[src/rtl/mem_port_arbiter_if.sv]
// rtl/mem_port_arbiter_if.sv - IF/DM requester, SRAM and stall signals of the shared memory port
interface mem_port_arbiter_if #(
  parameter int AW = 32,
  parameter int DW = 32
);
  logic          if_req;
  logic [AW-1:0] if_addr;
  logic [DW-1:0] if_rdata;
  logic          if_ready;

  logic          dm_req;
  logic          dm_we;
  logic [3:0]    dm_sel;
  logic [AW-1:0] dm_addr;
  logic [DW-1:0] dm_wdata;
  logic [DW-1:0] dm_rdata;
  logic          dm_ready;

  logic          flush;

  logic          ram_en;
  logic          ram_we;
  logic [3:0]    ram_sel;
  logic [AW-1:0] ram_addr;
  logic [DW-1:0] ram_wdata;
  logic [DW-1:0] ram_rdata;

  logic          stall_req;

  modport slave (
    input  if_req, if_addr, dm_req, dm_we, dm_sel, dm_addr, dm_wdata, flush, ram_rdata,
    output if_rdata, if_ready, dm_rdata, dm_ready,
    output ram_en, ram_we, ram_sel, ram_addr, ram_wdata, stall_req
  );

  modport master (
    output if_req, if_addr, dm_req, dm_we, dm_sel, dm_addr, dm_wdata, flush, ram_rdata,
    input  if_rdata, if_ready, dm_rdata, dm_ready,
    input  ram_en, ram_we, ram_sel, ram_addr, ram_wdata, stall_req
  );
endinterface

[src/rtl/mem_port_arbiter.sv]
// rtl/mem_port_arbiter.sv - fixed-priority (DM over IF) arbiter for one fixed-latency SRAM port
module mem_port_arbiter #(
  parameter int LAT = 1,
  parameter int AW  = 32,
  parameter int DW  = 32
) (
  input  logic              clk,
  input  logic              rst_n,
  mem_port_arbiter_if.slave bus
);

  if (LAT < 1 || LAT > 15) begin : g_lat_check
    $error("mem_port_arbiter: LAT must be in 1..15");
  end

  typedef enum logic [1:0] {S_IDLE, S_ACCESS, S_DONE} state_t;
  typedef enum logic [1:0] {OWN_NONE, OWN_IF, OWN_DM} owner_t;

  localparam logic [3:0] CNT_INIT = 4'(LAT - 1);

  state_t        state_q;
  owner_t        owner_q;
  logic [3:0]    cnt_q;
  logic          flush_pend_q;
  logic          wr_q;
  logic          ram_en_q;
  logic          ram_we_q;
  logic [3:0]    ram_sel_q;
  logic [AW-1:0] ram_addr_q;
  logic [DW-1:0] ram_wdata_q;
  logic          if_ready_q;
  logic          dm_ready_q;
  logic [DW-1:0] if_rdata_q;
  logic [DW-1:0] dm_rdata_q;
  logic          if_ready_w;

  always_ff @(posedge clk or negedge rst_n) begin
    if (!rst_n) begin
      state_q      <= S_IDLE;
      owner_q      <= OWN_NONE;
      cnt_q        <= 4'd0;
      flush_pend_q <= 1'b0;
      wr_q         <= 1'b0;
      ram_en_q     <= 1'b0;
      ram_we_q     <= 1'b0;
      ram_sel_q    <= 4'd0;
      ram_addr_q   <= '0;
      ram_wdata_q  <= '0;
      if_ready_q   <= 1'b0;
      dm_ready_q   <= 1'b0;
      if_rdata_q   <= '0;
      dm_rdata_q   <= '0;
    end else begin
      if_ready_q <= 1'b0;
      dm_ready_q <= 1'b0;
      ram_we_q   <= 1'b0;
      case (state_q)
        S_IDLE: begin
          flush_pend_q <= 1'b0;
          if (bus.dm_req) begin
            owner_q     <= OWN_DM;
            wr_q        <= bus.dm_we;
            ram_en_q    <= 1'b1;
            ram_we_q    <= bus.dm_we;
            ram_sel_q   <= bus.dm_we ? bus.dm_sel : 4'hF;
            ram_addr_q  <= bus.dm_addr;
            ram_wdata_q <= bus.dm_wdata;
            cnt_q       <= CNT_INIT;
            state_q     <= S_ACCESS;
          end else if (bus.if_req && !bus.flush) begin
            owner_q     <= OWN_IF;
            wr_q        <= 1'b0;
            ram_en_q    <= 1'b1;
            ram_sel_q   <= 4'hF;
            ram_addr_q  <= bus.if_addr;
            ram_wdata_q <= '0;
            cnt_q       <= CNT_INIT;
            state_q     <= S_ACCESS;
          end
        end
        S_ACCESS: begin
          if (owner_q == OWN_IF && bus.flush) begin
            flush_pend_q <= 1'b1;
          end
          if (cnt_q == 4'd0) begin
            ram_en_q <= 1'b0;
            state_q  <= S_DONE;
            if (owner_q == OWN_DM) begin
              dm_ready_q <= 1'b1;
              dm_rdata_q <= wr_q ? '0 : bus.ram_rdata;
            end else if (!(flush_pend_q || bus.flush)) begin
              // A fetch flushed at any point of its access is completed on the SRAM but never delivered
              if_ready_q <= 1'b1;
              if_rdata_q <= bus.ram_rdata;
            end
          end else begin
            cnt_q <= cnt_q - 4'd1;
          end
        end
        S_DONE: begin
          flush_pend_q <= 1'b0;
          owner_q      <= OWN_NONE;
          state_q      <= S_IDLE;
        end
        default: state_q <= S_IDLE;
      endcase
    end
  end

  // A flush landing on the completion cycle itself still cancels the fetch pulse
  assign if_ready_w    = if_ready_q & ~bus.flush;

  assign bus.if_ready  = if_ready_w;
  assign bus.if_rdata  = if_rdata_q;
  assign bus.dm_ready  = dm_ready_q;
  assign bus.dm_rdata  = dm_rdata_q;
  assign bus.ram_en    = ram_en_q;
  assign bus.ram_we    = ram_we_q;
  assign bus.ram_sel   = ram_sel_q;
  assign bus.ram_addr  = ram_addr_q;
  assign bus.ram_wdata = ram_wdata_q;
  assign bus.stall_req = (bus.if_req & ~if_ready_w & ~bus.flush) | (bus.dm_req & ~dm_ready_q);

endmodule
[src/flat_wrapper.sv]
// flat-port wrapper written by rule: the top's interface ports become plain ports
module mem_port_arbiter_flat 
#(
  parameter int LAT = 1,
  parameter int AW  = 32,
  parameter int DW  = 32
)
  (clk, rst_n, bus_if_req, bus_if_addr, bus_dm_req, bus_dm_we, bus_dm_sel, bus_dm_addr, bus_dm_wdata, bus_flush, bus_ram_rdata, bus_if_rdata, bus_if_ready, bus_dm_rdata, bus_dm_ready, bus_ram_en, bus_ram_we, bus_ram_sel, bus_ram_addr, bus_ram_wdata, bus_stall_req);
  mem_port_arbiter_if #(.AW(AW), .DW(DW)) bus_i ();
  input  logic clk;
  input  logic rst_n;
  input wire logic [$bits(bus_i.if_req)-1:0] bus_if_req;
  input wire logic [$bits(bus_i.if_addr)-1:0] bus_if_addr;
  input wire logic [$bits(bus_i.dm_req)-1:0] bus_dm_req;
  input wire logic [$bits(bus_i.dm_we)-1:0] bus_dm_we;
  input wire logic [$bits(bus_i.dm_sel)-1:0] bus_dm_sel;
  input wire logic [$bits(bus_i.dm_addr)-1:0] bus_dm_addr;
  input wire logic [$bits(bus_i.dm_wdata)-1:0] bus_dm_wdata;
  input wire logic [$bits(bus_i.flush)-1:0] bus_flush;
  input wire logic [$bits(bus_i.ram_rdata)-1:0] bus_ram_rdata;
  output wire logic [$bits(bus_i.if_rdata)-1:0] bus_if_rdata;
  output wire logic [$bits(bus_i.if_ready)-1:0] bus_if_ready;
  output wire logic [$bits(bus_i.dm_rdata)-1:0] bus_dm_rdata;
  output wire logic [$bits(bus_i.dm_ready)-1:0] bus_dm_ready;
  output wire logic [$bits(bus_i.ram_en)-1:0] bus_ram_en;
  output wire logic [$bits(bus_i.ram_we)-1:0] bus_ram_we;
  output wire logic [$bits(bus_i.ram_sel)-1:0] bus_ram_sel;
  output wire logic [$bits(bus_i.ram_addr)-1:0] bus_ram_addr;
  output wire logic [$bits(bus_i.ram_wdata)-1:0] bus_ram_wdata;
  output wire logic [$bits(bus_i.stall_req)-1:0] bus_stall_req;
  assign bus_i.if_req = bus_if_req;
  assign bus_i.if_addr = bus_if_addr;
  assign bus_i.dm_req = bus_dm_req;
  assign bus_i.dm_we = bus_dm_we;
  assign bus_i.dm_sel = bus_dm_sel;
  assign bus_i.dm_addr = bus_dm_addr;
  assign bus_i.dm_wdata = bus_dm_wdata;
  assign bus_i.flush = bus_flush;
  assign bus_i.ram_rdata = bus_ram_rdata;
  assign bus_if_rdata = bus_i.if_rdata;
  assign bus_if_ready = bus_i.if_ready;
  assign bus_dm_rdata = bus_i.dm_rdata;
  assign bus_dm_ready = bus_i.dm_ready;
  assign bus_ram_en = bus_i.ram_en;
  assign bus_ram_we = bus_i.ram_we;
  assign bus_ram_sel = bus_i.ram_sel;
  assign bus_ram_addr = bus_i.ram_addr;
  assign bus_ram_wdata = bus_i.ram_wdata;
  assign bus_stall_req = bus_i.stall_req;
  mem_port_arbiter #(.LAT(LAT), .AW(AW), .DW(DW)) u_core (.clk(clk), .rst_n(rst_n), .bus(bus_i));
endmodule
[config.mk]
export PLATFORM = sky130hd
export DESIGN_NAME = mem_port_arbiter_flat
export DESIGN_NICKNAME = d
export VERILOG_FILES = /design/src/rtl/mem_port_arbiter_if.sv /design/src/rtl/mem_port_arbiter.sv /design/src/flat_wrapper.sv
export SDC_FILE = /design/constraint.sdc
export NUM_CORES = 1
export LEC_CHECK = 0
export BUFFER_PORTS_ARGS = -buffer_cell sky130_fd_sc_hd__buf_2
export CELL_PAD_IN_SITES_DETAIL_PLACEMENT = 1
export CELL_PAD_IN_SITES_GLOBAL_PLACEMENT = 1
export CORE_AREA = 2 2 134 149
export DETAILED_ROUTE_END_ITERATION = 10
export DIE_AREA = 0 0 136 151
export PLACE_DENSITY_LB_ADDON = 0.1
export RECOVER_POWER = 100
export SLEW_MARGIN = 20
export SYNTH_ARGS = -nofsm -noshare
export SYNTH_HDL_FRONTEND = slang
export SYNTH_SLANG_ARGS = --single-unit
[constraint.sdc]
create_clock -name clk -period 2.2 [get_ports clk]
set_input_delay 0.44 -clock clk [delete_from_list [all_inputs] [get_ports clk]]
set_output_delay 0.44 -clock clk [all_outputs]
set_load 0.01 [all_outputs]
== Word-level counts from Yosys, hierarchy flattened ==
Index checks and enable logic that the tools add are counted.

* Multiplexer cells: 35
* Equal/unequal tests: 8
* Add/subtract/negate cells: 1
* Bitwise logic cells: 10
* Reduce and logical (&&, ||, !) cells: 19

{| class="wikitable"
|+ Operators by type and width
! cell !! count
|-
| 32-bit two-way mux || 5
|-
| 4-bit two-way mux || 6
|-
| 1-bit two-way mux || 15
|-
| 3-bit AND reduction || 3
|-
| 2-bit two-way mux || 4
|-
| 2-bit case mux with 2 select lines || 2
|-
| 4-bit case mux with 2 select lines || 1
|-
| 2-bit AND reduction || 4
|-
| 2-bit nonzero test || 4
|-
| 1-bit inverter || 5
|-
| 1-bit bitwise AND || 4
|-
| 2-bit by 1-bit equality test with 1-bit output (second input constant) || 2
|-
| 2-bit equality test (second input constant) || 2
|-
| 4-bit zero test || 1
|-
| 2-bit by 1-bit inequality test with 1-bit output (second input constant) || 2
|-
| 1-bit case mux with 2 select lines || 2
|-
| 4-bit AND reduction || 1
|-
| 4-bit by 1-bit subtractor with 4-bit output (second input constant) || 1
|-
| 3-bit by 2-bit inequality test with 1-bit output (second input constant) || 1
|-
| 1-bit logical AND || 2
|-
| 2-bit zero test || 1
|-
| 2-bit inequality test (second input constant) || 1
|-
| 2-bit OR reduction || 1
|-
| 1-bit zero test || 1
|-
| 2 further kinds || 2
|}

* Output and inout port bits: 137
* Register bits: 146
* Bits of input ports: 138

== Logic depth before layout (Yosys ltp) ==
* Word-level depth: 6
* Depth in mapped cells: 8
* Gate-level depth less buffers: 7

== Worst setup path after synthesis ==
Ideal clock, no wire load.

* Path kind: flip-flop to flip-flop
* From: register u_core.cnt_q[0]
* To: register u_core.if_rdata_q[10] (netlist: u_core.bus.if_rdata[10])
* Required time: 2.075 ns
* Arrival time: 2.250 ns
* Setup slack: -0.175 ns
* Cell stages (with the launch flop): 9
* Path buffers: 2
* Setup time: 0.125 ns
* Cell sequence: dfrtp_1 > inv_1 > ha_1 > or3b_1 > or2_1 > or4_4 > buf_6 > buf_6 > mux2_4

* Word-level cells in the longest chain between the ends: 2

{| class="wikitable"
|+ Ends and longest elaborated chain
! item !! RTL line !! RTL
|-
| start, declared || mem_port_arbiter.sv:23 || <nowiki>logic [3:0] cnt_q;</nowiki>
|-
| start signal, assigned || mem_port_arbiter.sv:97 || <nowiki>cnt_q <= cnt_q - 4'd1;</nowiki>
|-
| 4-bit zero test || mem_port_arbiter.sv:85 || <nowiki>if (cnt_q == 4'd0) begin</nowiki>
|-
| 4-bit AND reduction (no source line) || -- ||
|-
| end signal, assigned || mem_port_arbiter.sv:94 || <nowiki>if_rdata_q <= bus.ram_rdata;</nowiki>
|-
| end, declared || mem_port_arbiter.sv:33 || <nowiki>logic [DW-1:0] if_rdata_q;</nowiki>
|}

No other way between the ends.
A chain may end at the register's enable or synchronous reset.

== Worst setup path in the final report ==
* From: register u_core.cnt_q[0]
* To: register u_core.if_rdata_q[6] (netlist: u_core.bus.if_rdata[6])

The elaborated chain is that of the path after synthesis.

==> results_dict.tcl <==
set metrics [dict create \
    dr.first_iter.drc_count 112 \
    synth.lib_cells_used.distinct 32 \
    power_density_nw_per_um2 1487 \
    setup_viol 44 \
    tritoncts_clock_tree "built" \
    synth.yosys.seq_area_share_pct 60.72 \
    globalRouteTotalUtil_pct 16.53 \
    clock.fmax_mhz 414.0 \
    postSynthRegisterBits 146 \
    worst_reg2reg_path_depth 7 \
    critical_path_arrival_ps 2710 \
    hold_path_startpoint "bus_dm_wdata[10]" \
    endpoint_of_the_worst_register_to_register_path "u_core.bus.if_rdata[6]$_DFFE_PN0P_" \
    dp.final_hpwl_mm 12.43 \
    netlist_top_cells_count "dfrtp_1, nand2_1, mux2_2" \
    failing_checks "negative setup slack" \
    synthesized_area_divided_by_synthesized_cell_count_um2 13.37 \
    grt_start_max_net_pins 58 \
    hold_viol_final 0 \
    worst_setup_path_end_kind "flip-flop" \
    routed_wl_mm 16.94 \
    timing.critical_path.slowest_cell_delay_ps 560 \
    finalClockSkew_ps 9.082 \
    number_of_filler_instances_in_the_final_layout 2181 \
    fp-row-count 53 \
    syn-cell-area_um2 6017 \
    worstSkewPairLatency_ps 410 \
    timing_max_transition_violations_final 0 \
    grt_first_pass_wirelength_mm 26.22 \
    vias 4578 \
    worstSetupPathType "flip-flop to flip-flop" \
    chipHeight_um 151 \
    status "finished, violations left" \
    hp-class "input pin to flip-flop" \
    grt_overflow 0 \
    cts_max_path_buffers 2 \
    dieArea_um2 20540 \
    rsz_0062_raised_after_global_routing "yes" \
    antenna-diode-count 0 \
    power.ir.vdd_worst_uv 607.7 \
    die_width_um 136 \
    synth_top_area_share_pct 60.72 \
    drt-wirelength-per-cell_um 16.96 \
    r2r_slack_ps -220 \
    reg2reg_from "u_core.cnt_q[0]$_DFFE_PN0P_" \
    drv_cap 0 \
    synth_edf_count 0 \
    io_pins 275 \
    share_of_the_clock_period_used_by_the_worst_path_after_layout_pct 109.8 \
    antenna_found_initial 0 \
    worstHoldEndpoint "u_core.bus.ram_wdata[10]$_DFFE_PN0P_" \
    worst_slew_margin_rel_pct 24.38 \
    placement.setup.worst_slack_ps -198.9 \
    leading_register_cell_type_out_of_synthesis "dfrtp_1" \
    number_of_buffers_inserted_during_clock_tree_synthesis 17 \
    cp.required_ps 2490 \
    pleak_nw 4.054 \
    fin_nets 878 \
    core_area_um2 18970 \
    detailedRoute.firstPassIterationCount 4 \
    gp_routability_congestion 0.7527 \
    net_count_after_synthesis 589 \
    drive_gt1_share_pct 34.84 \
    hold_ws_ps 246.5 \
    synth_warnings 0 \
    drcViolationCount 0 \
    postLayoutCoreUtil_pct 43.50 \
    cp-start-kind "flip-flop" \
    viasPerCell 4.583 \
    synth.area.top_cells "dfrtp_1, mux2_4, mux2_2" \
    cts_root_buffer "clkbuf_16" \
    synth_area_leader_cell "dfrtp_1" \
    p_r_area_growth_vs_syn_pct 37.10 \
    start_util_pct 31.73 \
    total_power_mw 12.26 \
    critical_path.slowest_cell "or4_4" \
    min_path_cells 2 \
    port_buffers 274 \
    netlist_instances 450 \
    final.min_clock_period_ps 2415 \
    final_critical_path_setup_slack_ps -215.4 \
    worst_pin_slew_ps 1134 \
    worst-path-max-fanout 6 \
    clkSlewWorstSetupHoldPaths_ps 60 \
    synthArstFlopShare_pct 100.0 \
    number_of_global_route_vias_before_repair 5012 \
    ant_nets 0 \
    cts_max_level 4 \
    most_numerous_cell_in_the_yosys_netlist "dfrtp_1" \
    clock-sinks 146 \
    crit_path_cell_trace "inv_2 -> ha_4 -> or3b_4 -> or2_4 -> or4_4 -> clkbuf_16 -> mux2_4" \
    final.setup.tns_ps -6899 \
]
==> per-stage QoR <==
step,instances,instance area [um2]
after floorplan,450,6041
after global placement,962,7782
after detailed placement,962,7782
after CTS,995,8396
after global routing,999,8249
final,999,8249
==> logic make-up (layout without fill, tap and decap cells) <==
family / count (synthesis) / in the layout / synth area share, %
flip-flops: 146 / 146 / 60.72
multiplexers: 97 / 97 / 19.30
AND/OR/NAND/NOR: 90 / 90 / 7.652
AO/OA/AOI/OAI: 79 / 79 / 9.212
buffers and inverters: 36 / 338 / 2.765
adder cells (fa/ha/maj): 1 / 1 / 0.2079
XOR/XNOR: 1 / 1 / 0.1456
==> cell usage in the layout (no fill, tap or decap), types with 18 or more instances in the layout <==
cell type	netlist	final
o21ai_0	35	35
clkbuf_1	20	141
buf_2	1	136
dfrtp_1	146	146
mux2_2	36	36
mux2_4	29	29
mux2i_1	32	32
nor2b_1	35	35
a22o_1	32	32
clkbuf_16	0	18
nand2_1	41	40
==> what timing repair did <==
item,4_1_cts,5_1_grt
setup endpoints to repair,32,64
hold buffers,1,0
resized for setup,0,8
cloned,0,2
endpoints found under the hold margin,40,0
pin swaps,0,0
setup buffers,0,2
==> worst max-delay path: cells and delay by family (launching register included) <==
family                   cells  cell delay, ps
adder cells (fa/ha/maj)      1             140
buffers and inverters        2             300
flip-flops                   1             390
AND/OR/NAND/NOR              3            1190
multiplexers                 1             290
==> area by class of cell <==
type	instances	area (um2)	share of cell area [%]
Clock inverter	12	156.4	1.896
Timing Repair Buffer	299	1439	17.44
Clock buffer	20	446.7	5.415
Tap cell	247	309.0	3.746
Inverter	7	26.28	0.3185
Sequential cell	146	3654	44.29
Multi-Input combinational cell	268	2218	26.89
==> layer usage <==
layer / part of all wire (%) / routed length (um) / track usage, % / vias to the layer above
met5: 0 / 0 / 0 / -
met4: 1.3 / 213 / 5.000 / 0
met3: 6.3 / 1064 / 4.719 / 17
met2: 52 / 8826 / 29.22 / 154
met1: 40 / 6838 / 19.41 / 2253
li1: - / - / - / 2154
==> power by group <==
part	internal, mW	switching, mW	total, mW
Combinational	2.13	2.50	4.64
Clock	1.82	1.13	2.94
Sequential	3.96	0.723	4.68
Total	7.91	4.35	12.3
==> state kept, by name (all words and copies together), names as in the netlist <==
register              count
u_core.bus.dm_rdata      32
u_core.bus.dm_ready       1
u_core.bus.if_rdata      32
u_core.bus.ram_addr      32
u_core.bus.ram_en         1
u_core.bus.ram_sel        4
u_core.bus.ram_wdata     32
u_core.bus.ram_we         1
u_core.cnt_q              4
u_core.flush_pend_q       1
u_core.if_ready_q         1
u_core.owner_q            2
u_core.state_q            2
u_core.wr_q               1
==> how the worst max path moves through the flow <==
| stage | start | endpoint | slack [ps] | cells past startpoint |
|---|---|---|---|---|
| detailed placement | u_core.cnt_q[0]$_DFFE_PN0P_ | u_core.bus.if_rdata[28]$_DFFE_PN0P_ | -200 | 7 |
| CTS | u_core.cnt_q[0]$_DFFE_PN0P_ | u_core.bus.if_rdata[28]$_DFFE_PN0P_ | -200 | 7 |
| floorplan | u_core.cnt_q[0]$_DFFE_PN0P_ | u_core.bus.if_rdata[10]$_DFFE_PN0P_ | -170 | 8 |
| global route | u_core.cnt_q[0]$_DFFE_PN0P_ | u_core.bus.if_rdata[31]$_DFFE_PN0P_ | -270 | 7 |
| global placement | u_core.cnt_q[0]$_DFFE_PN0P_ | u_core.bus.if_rdata[24]$_DFFE_PN0P_ | -130 | 7 |
| finish | u_core.cnt_q[0]$_DFFE_PN0P_ | u_core.bus.if_rdata[6]$_DFFE_PN0P_ | -220 | 7 |
No activity file was read; power rests on OpenSTA's default activity.
